File: src/rtl/a_st_serializer_arb_if.sv
// Record types shared with the hierInclude producers, plus the arbiter/serializer bus interface.
// out_parity exists only when A_ST_SER_PARITY_EN is defined.
package hierInclude_package;
    localparam int ASIZE2 = 11;

    typedef logic [10:0] aBiggerT;

    typedef struct packed {
        logic [3:0]               another;
        logic [6:0]               variablea;
        logic [7:0]               yetAnother;
        aBiggerT [ASIZE2-1:0]     variablea2;
    } aSt;
endpackage

interface a_st_serializer_arb_if #(
    parameter int NUM_REQ = 2,
    parameter int SRC_W   = (NUM_REQ > 1) ? $clog2(NUM_REQ) : 1
) ();
    logic [NUM_REQ-1:0]                        req_valid;
    hierInclude_package::aSt [NUM_REQ-1:0]     req_data;
    logic [NUM_REQ-1:0]                        req_ready;
    logic                                      out_valid;
    logic                                      out_ready;
    hierInclude_package::aBiggerT              out_data;
    logic                                      out_first;
    logic                                      out_last;
    logic [SRC_W-1:0]                          out_src;
`ifdef A_ST_SER_PARITY_EN
    logic                                      out_parity;
`endif

    modport master (
`ifdef A_ST_SER_PARITY_EN
        input  out_parity,
`endif
        output req_valid, req_data, out_ready,
        input  req_ready, out_valid, out_data, out_first, out_last, out_src
    );

    modport slave (
`ifdef A_ST_SER_PARITY_EN
        output out_parity,
`endif
        input  req_valid, req_data, out_ready,
        output req_ready, out_valid, out_data, out_first, out_last, out_src
    );
endinterface

File: src/rtl/a_st_serializer_arb.sv
// Round-robin arbiter that captures one aSt record and streams it as ELEM_CNT+2 11-bit beats.
// Define A_ST_SER_PARITY_EN to add the registered out_parity output.
module a_st_serializer_arb
    import hierInclude_package::*;
#(
    parameter int NUM_REQ  = 2,
    parameter int ELEM_CNT = ASIZE2
) (
    input  logic                 clk,
    input  logic                 rst,
    a_st_serializer_arb_if.slave bus
);
    localparam int SRC_W = (NUM_REQ > 1) ? $clog2(NUM_REQ) : 1;
    localparam int BEATS = ELEM_CNT + 2;
    localparam int BW    = $clog2(BEATS);
    localparam logic [BW-1:0] LAST_IDX = BW'(BEATS - 1);

    typedef enum logic {IDLE, SEND} stateT;

    stateT              r_state;
    stateT              w_nextState;
    aSt                 r_hold;
    logic [SRC_W-1:0]   r_src;
    logic [SRC_W-1:0]   r_rrPtr;
    logic [BW-1:0]      r_beatIdx;
    aBiggerT            r_outData;
    logic               r_outFirst;
    logic               r_outLast;
`ifdef A_ST_SER_PARITY_EN
    logic               r_outParity;
`endif

    logic [NUM_REQ-1:0] w_grant;
    logic [SRC_W-1:0]   w_grantIdx;
    logic [SRC_W-1:0]   w_nextPtr;
    logic               w_found;
    logic               w_beatHs;
    logic               w_lastHs;
    aSt                 w_pickRec;
    aBiggerT            w_loadBeat;

    function automatic aBiggerT beatOf(input aSt rec, input logic [BW-1:0] idx);
        aBiggerT beat;
        beat = {rec.another, rec.variablea};
        if (idx == BW'(1)) beat = {3'b000, rec.yetAnother};
        for (int i = 0; i < ELEM_CNT; i++) begin
            if (idx == BW'(i + 2)) beat = rec.variablea2[i];
        end
        return beat;
    endfunction

    always_ff @(posedge clk or posedge rst) begin
        if (rst) r_state <= IDLE;
        else     r_state <= w_nextState;
    end

    // Two-pass search: rr_ptr..NUM_REQ-1 first, then wrap to 0.
    always_comb begin
        w_grant     = '0;
        w_grantIdx  = '0;
        w_found     = 1'b0;
        w_pickRec   = '0;
        w_nextState = r_state;
        if (r_state == IDLE && !rst) begin
            for (int j = 0; j < NUM_REQ; j++) begin
                if (!w_found && j >= int'(r_rrPtr) && bus.req_valid[j]) begin
                    w_found    = 1'b1;
                    w_grant[j] = 1'b1;
                    w_grantIdx = SRC_W'(j);
                    w_pickRec  = bus.req_data[j];
                end
            end
            for (int j = 0; j < NUM_REQ; j++) begin
                if (!w_found && bus.req_valid[j]) begin
                    w_found    = 1'b1;
                    w_grant[j] = 1'b1;
                    w_grantIdx = SRC_W'(j);
                    w_pickRec  = bus.req_data[j];
                end
            end
        end
        w_beatHs = (r_state == SEND) && bus.out_ready;
        w_lastHs = w_beatHs && (r_beatIdx == LAST_IDX);
        case (r_state)
            IDLE:    if (w_found)  w_nextState = SEND;
            SEND:    if (w_lastHs) w_nextState = IDLE;
            default: w_nextState = IDLE;
        endcase
        w_nextPtr  = (int'(w_grantIdx) == NUM_REQ - 1) ? '0 : w_grantIdx + SRC_W'(1);
        w_loadBeat = w_found ? beatOf(w_pickRec, '0) : beatOf(r_hold, r_beatIdx + BW'(1));
    end

    always_ff @(posedge clk or posedge rst) begin
        if (rst) begin
            r_hold      <= '0;
            r_src       <= '0;
            r_rrPtr     <= '0;
            r_beatIdx   <= '0;
            r_outData   <= '0;
            r_outFirst  <= 1'b0;
            r_outLast   <= 1'b0;
`ifdef A_ST_SER_PARITY_EN
            r_outParity <= 1'b0;
`endif
        end else if (w_found) begin
            r_hold      <= w_pickRec;
            r_src       <= w_grantIdx;
            r_rrPtr     <= w_nextPtr;
            r_beatIdx   <= '0;
            r_outData   <= w_loadBeat;
            r_outFirst  <= 1'b1;
            r_outLast   <= 1'b0;
`ifdef A_ST_SER_PARITY_EN
            r_outParity <= ^w_loadBeat;
`endif
        end else if (w_lastHs) begin
            r_beatIdx   <= '0;
            r_outFirst  <= 1'b0;
            r_outLast   <= 1'b0;
        end else if (w_beatHs) begin
            r_beatIdx   <= r_beatIdx + BW'(1);
            r_outData   <= w_loadBeat;
            r_outFirst  <= 1'b0;
            r_outLast   <= (r_beatIdx + BW'(1)) == LAST_IDX;
`ifdef A_ST_SER_PARITY_EN
            r_outParity <= ^w_loadBeat;
`endif
        end
    end

    assign bus.req_ready  = w_grant;
    assign bus.out_valid  = (r_state == SEND);
    assign bus.out_data   = r_outData;
    assign bus.out_first  = r_outFirst;
    assign bus.out_last   = r_outLast;
    assign bus.out_src    = r_src;
`ifdef A_ST_SER_PARITY_EN
    assign bus.out_parity = r_outParity;
`endif
endmodule

File: src/flat_wrapper.sv
// flat-port wrapper written by rule: the top's interface ports become plain ports
module a_st_serializer_arb_flat import hierInclude_package::*;
#(
    parameter int NUM_REQ  = 2,
    parameter int ELEM_CNT = ASIZE2
)
  (clk, rst, bus_req_valid, bus_req_data, bus_out_ready, bus_req_ready, bus_out_valid, bus_out_data, bus_out_first, bus_out_last, bus_out_src);
  a_st_serializer_arb_if #(.NUM_REQ(NUM_REQ)) bus_i ();
  input  logic clk;
  input  logic rst;
  input wire logic [$bits(bus_i.req_valid)-1:0] bus_req_valid;
  input wire logic [$bits(bus_i.req_data)-1:0] bus_req_data;
  input wire logic [$bits(bus_i.out_ready)-1:0] bus_out_ready;
  output wire logic [$bits(bus_i.req_ready)-1:0] bus_req_ready;
  output wire logic [$bits(bus_i.out_valid)-1:0] bus_out_valid;
  output wire logic [$bits(bus_i.out_data)-1:0] bus_out_data;
  output wire logic [$bits(bus_i.out_first)-1:0] bus_out_first;
  output wire logic [$bits(bus_i.out_last)-1:0] bus_out_last;
  output wire logic [$bits(bus_i.out_src)-1:0] bus_out_src;
  assign bus_i.req_valid = bus_req_valid;
  assign bus_i.req_data = bus_req_data;
  assign bus_i.out_ready = bus_out_ready;
  assign bus_req_ready = bus_i.req_ready;
  assign bus_out_valid = bus_i.out_valid;
  assign bus_out_data = bus_i.out_data;
  assign bus_out_first = bus_i.out_first;
  assign bus_out_last = bus_i.out_last;
  assign bus_out_src = bus_i.out_src;
  a_st_serializer_arb #(.NUM_REQ(NUM_REQ), .ELEM_CNT(ELEM_CNT)) u_core (.clk(clk), .rst(rst), .bus(bus_i));
endmodule
File: config.mk
export PLATFORM = sky130hd
export DESIGN_NAME = a_st_serializer_arb_flat
export DESIGN_NICKNAME = d
export VERILOG_FILES = /design/src/rtl/a_st_serializer_arb_if.sv /design/src/rtl/a_st_serializer_arb.sv /design/src/flat_wrapper.sv
export SDC_FILE = /design/constraint.sdc
export NUM_CORES = 1
export LEC_CHECK = 0
export ABC_AREA = 1
export BUFFER_PORTS_ARGS = -buffer_cell sky130_fd_sc_hd__buf_2
export CAP_MARGIN = 20
export CELL_PAD_IN_SITES_DETAIL_PLACEMENT = 1
export CELL_PAD_IN_SITES_GLOBAL_PLACEMENT = 1
export CORE_MARGIN = 2
export CORE_UTILIZATION = 38
export CTS_CLUSTER_DIAMETER = 80
export DETAILED_ROUTE_END_ITERATION = 12
export GPL_TIMING_DRIVEN = 0
export PLACE_DENSITY_LB_ADDON = 0.1
export SETUP_SLACK_MARGIN = 0.02
export SYNTH_ARGS = -nofsm -noshare
export SYNTH_HDL_FRONTEND = slang
export SYNTH_SLANG_ARGS = --single-unit
File: constraint.sdc
create_clock -name clk -period 9.9 [get_ports clk]
set_clock_uncertainty 0.1 [all_clocks]
set_input_delay 0 -clock clk [delete_from_list [all_inputs] [get_ports clk]]
set_output_delay 0 -clock clk [all_outputs]
set_load 0.02 [all_outputs]
==> impl_results.md <==
* Outcome: completed
* PwrDens at about 260 mW/mm2
* Reg2Reg Launch Point: u_core.r_rrPtr
* Io pins at just over 300
* Die height at 165 um
* Crit path capture type: flop
* Leakage Power at approximately 8.2 nW
* Startpoint Class: flop
* Pre-CTS setup slack at 6.61 ns
* Synth async-reset ratio at between 90% and 100%
* Post-route ant nets at 0
* Most used flip-flop cell after synthesis: dfrtp_1
* Reg2reg path depth at 9
* Worst Hold Path EP: u_core.r_hold[136]
* Pin slew with the least headroom to its limit at between 1 and 1.5 ns
* Starting Density at between 30% and 40%
* Fmax achieved at around 0.25 GHz
* Area of the core at ~0.025 mm2
* Crit path cell chain: inv_1 -> a21oi_1 -> clkbuf_1 -> clkbuf_1 -> nand2_1 -> o21ai_0 -> dlygate4sd3_1 -> nand2_1 -> nand2_1
* Hold Path Depth at 5
* Placed insts at about 2,200
* Setup violations, final at 0
* # H-tree levels at 4
* Crit path top cell by count: nand2_1
* Post-synth cell types at 30
* Number of global-route vias before repair at between 10,000 and 15,000
* Post-route insts no fill at roughly 2,500
* Die Wd at 165 um
* Register share of total power at 29.1%
* Avg Cell Area, Syn at 6.40 um2
* Synth Warn # at 0
* EDFF count, synth at 0
* First-pass GRT wire length at roughly 73 mm
* Flop-to-flop setup slack at between 5 and 6 ns
* Part of the cycle the worst path needs at just over 40%
* Initial antenna violation count at 4
* Vias at around 13,000
* Reg clk slew, reported paths at about 0.070 ns
* #FFs+latches synth at 160
* RSZ-0062 raised after global routing: no
* Slowest stage delay, CP at between 0.9 and 1 ns
* Crit path from: u_core.r_rrPtr
* Post-Syn Area at 0.00985 mm2
* DRC at 0
* CP top delay family: buffers and inverters
* Clock sinks at 160
* Routability Congestion at 0.845
* Hold wc startpoint: bus_req_data[136]
* Post-route setup TNS at 0 ns
* Synth cell count leaders: nand2_1, inv_1, o21ai_0
* Hold WC Path Type: input pin to flop
* GRT Resource Usage Total at 35.3%
* Max Buffers Root-to-Sink at 2
* DRT Pass-1 Iters at 5
* Syn nets at around 1,800
* Post-DP HPWL at approximately 28 mm
* Int Pwr at a little over 2 mW
* Switch share at between 40% and 50%
* WP data required at 10.17 ns
* Peak supply drop at between 100 and 150 uV
* Max-slew headroom at between 20% and 30%
* Worst r2r dst: u_core.r_hold[117]
* Utilization after layout at approximately three fifths
* GRT overflow at 0
* Largest net degree at the start of global routing at between 80 and 90
* Leading cell type by number of instances after synthesis: nand2_1
* Final min period at ~4 ns
* Crit Path Max Fanout at 10
* Critical path buffers and inverters at 4
* Fillers at approximately 3,400
* Root Driver: clkbuf_16
* Post-CTS Resized at 0
* Setup ws final at between 5 and 6 ns
* Drt total wl at 47.9 mm
* Max-cap violations at 0
* Layout cells sized above 1 at between 10% and 20%
* Crit path DAT at 4.25 ns
* Number of placement rows at just under 60
* Final Max Tran Viols at 0
* Post-synthesis cell count at around 1,500
* Port buffer count at approximately 300
* Largest area contributor in the netlist: dfrtp_1
* Layout area overhead at 54.5%
* Crit path kind: flop to flop
* Number of CTS-inserted buffers at 17
* Combinational Power Share at about 53%
* Post-synthesis sequential area ratio at around two fifths
* Routed len/inst at about 19 um
* CTS tree: done
* Hold Vio Cnt, Final at 0
* Layout net count at 2,430
* Synth top area cells: dfrtp_1, nand2_1, o21ai_0
* Initial DRC Count at ~890
* Die Area at ~0.027 mm2
* Slowest CP cell: clkbuf_1
* Clk network pwr share at 17.5%
* Yosys top cell area share at 40.6%
* Switching Power at around 1.9 mW
* Routed vias/inst at 5.10
* Worst-Skew Late Latency at 0.43 ns
[worst register-to-register path, delay by kind of cell (launching register included)]
kind / cells / cell delay (ns)
AND/OR/NAND/NOR: 3 / 0.28
buffers and inverters: 4 / 2.25
flip-flops: 1 / 0.32
AO/OA/AOI/OAI: 2 / 0.95
[sequential cells by signal (all words and copies together) (netlist names)]
name	count
u_core.r_hold	140
u_core.bus.out_src	1
u_core.bus.out_valid	1
u_core.bus.out_last	1
u_core.r_beatIdx	4
u_core.r_rrPtr	1
u_core.bus.out_data	11
u_core.bus.out_first	1
[worst max-delay path by stage]
stage | end | slack (ns) | cells past startpoint
global placement | u_core.r_hold[15] | 3.32 | 2
finish | u_core.r_hold[117] | 5.92 | 9
detailed placement | u_core.r_hold[65] | 6.61 | 8
CTS | u_core.r_hold[32] | 6.07 | 9
floorplan | u_core.bus.out_data[0] | 5.48 | 1
global route | u_core.r_hold[118] | 5.80 | 9
[per-stage QoR]
step | total power [mW] | hold WS [ns] | area (um2)
5_1_grt | 4.18 | 0.0923 | 15200
3_3_place_gp | 2.83 | 0.207 | 11800
6_report | 3.93 | 0.0808 | 15200
4_1_cts | 3.78 | 0.0238 | 15200
2_1_floorplan | 2.21 | 0.108 | 9850
3_5_place_dp | 2.90 | 0.0169 | 11800
[cell type report]
class                      count  area (um2)  area share (%)
timing repair buffer         583        4350            28.6
multi-input combinational    987        4330            28.5
sequential                   160        4000            26.3
inverter                     311        1170            7.72
clock buffer                  18         429            2.82
tap                          330         413            2.71
buffer                        81         347            2.28
clock inverter                12         163            1.07
antenna                        5        12.5          0.0822
[power by group through the flow]
stage          combinational, mW  sequential (mW)  clock, mW
6_report                    2.10             1.14      0.688
3_3_place_gp                1.71             1.12          0
5_1_grt                     2.30             1.17      0.712
2_1_floorplan               1.10             1.11          0
4_1_cts                     1.97             1.12      0.687
3_5_place_dp                1.77             1.13          0
[kinds of logic after synthesis]
group | count (synthesis) | share of synthesized area [%]
compound gates | 302 | 15.8
buf+inv | 392 | 15.4
simple gates | 681 | 27.7
flops | 160 | 40.6
fa+ha+maj | 4 | 0.508
[layout by cell type (no fill, tap or decap), types with 2 or more instances in the layout]
| cell type | n |
|---|---|
| bufinv_16 | 3 |
| buf_6 | 4 |
| dlygate4sd3_1 | 281 |
| clkbuf_16 | 17 |
| a211oi_1 | 3 |
| inv_2 | 15 |
| a21oi_1 | 8 |
| clkinv_1 | 3 |
| nand3_2 | 3 |
| clkbuf_1 | 68 |
| buf_2 | 311 |
| inv_1 | 292 |
| nand4_1 | 3 |
| nor2_4 | 4 |
| o211ai_1 | 7 |
| nand2_1 | 600 |
| clkinvlp_4 | 5 |
| o22ai_1 | 3 |
| nand3_1 | 47 |
| ha_1 | 4 |
| diode_2 | 5 |
| clkinv_4 | 2 |
| o21ai_1 | 14 |
| inv_6 | 2 |
| nor2_1 | 15 |
| dfrtp_1 | 160 |
| nor2_2 | 4 |
| o21ai_0 | 263 |
[what timing repair did]
item,4_1_cts,5_1_grt
hold endpoints to repair,225,0
setup buffers,0,0
hold buffers,281,0
[metal layers]
metal  wire (um)  up-vias  global-route usage (%)  share of wire, %
met3        2090      120                    4.57               4.4
met4        1980        0                    16.7               4.1
met1       18800     6243                    39.9                39
met5           0        -                       0                 0
met2       25000      475                    65.3                52
li1            -     5851                       -                 -
No activity file was read; power rests on OpenSTA's default activity.
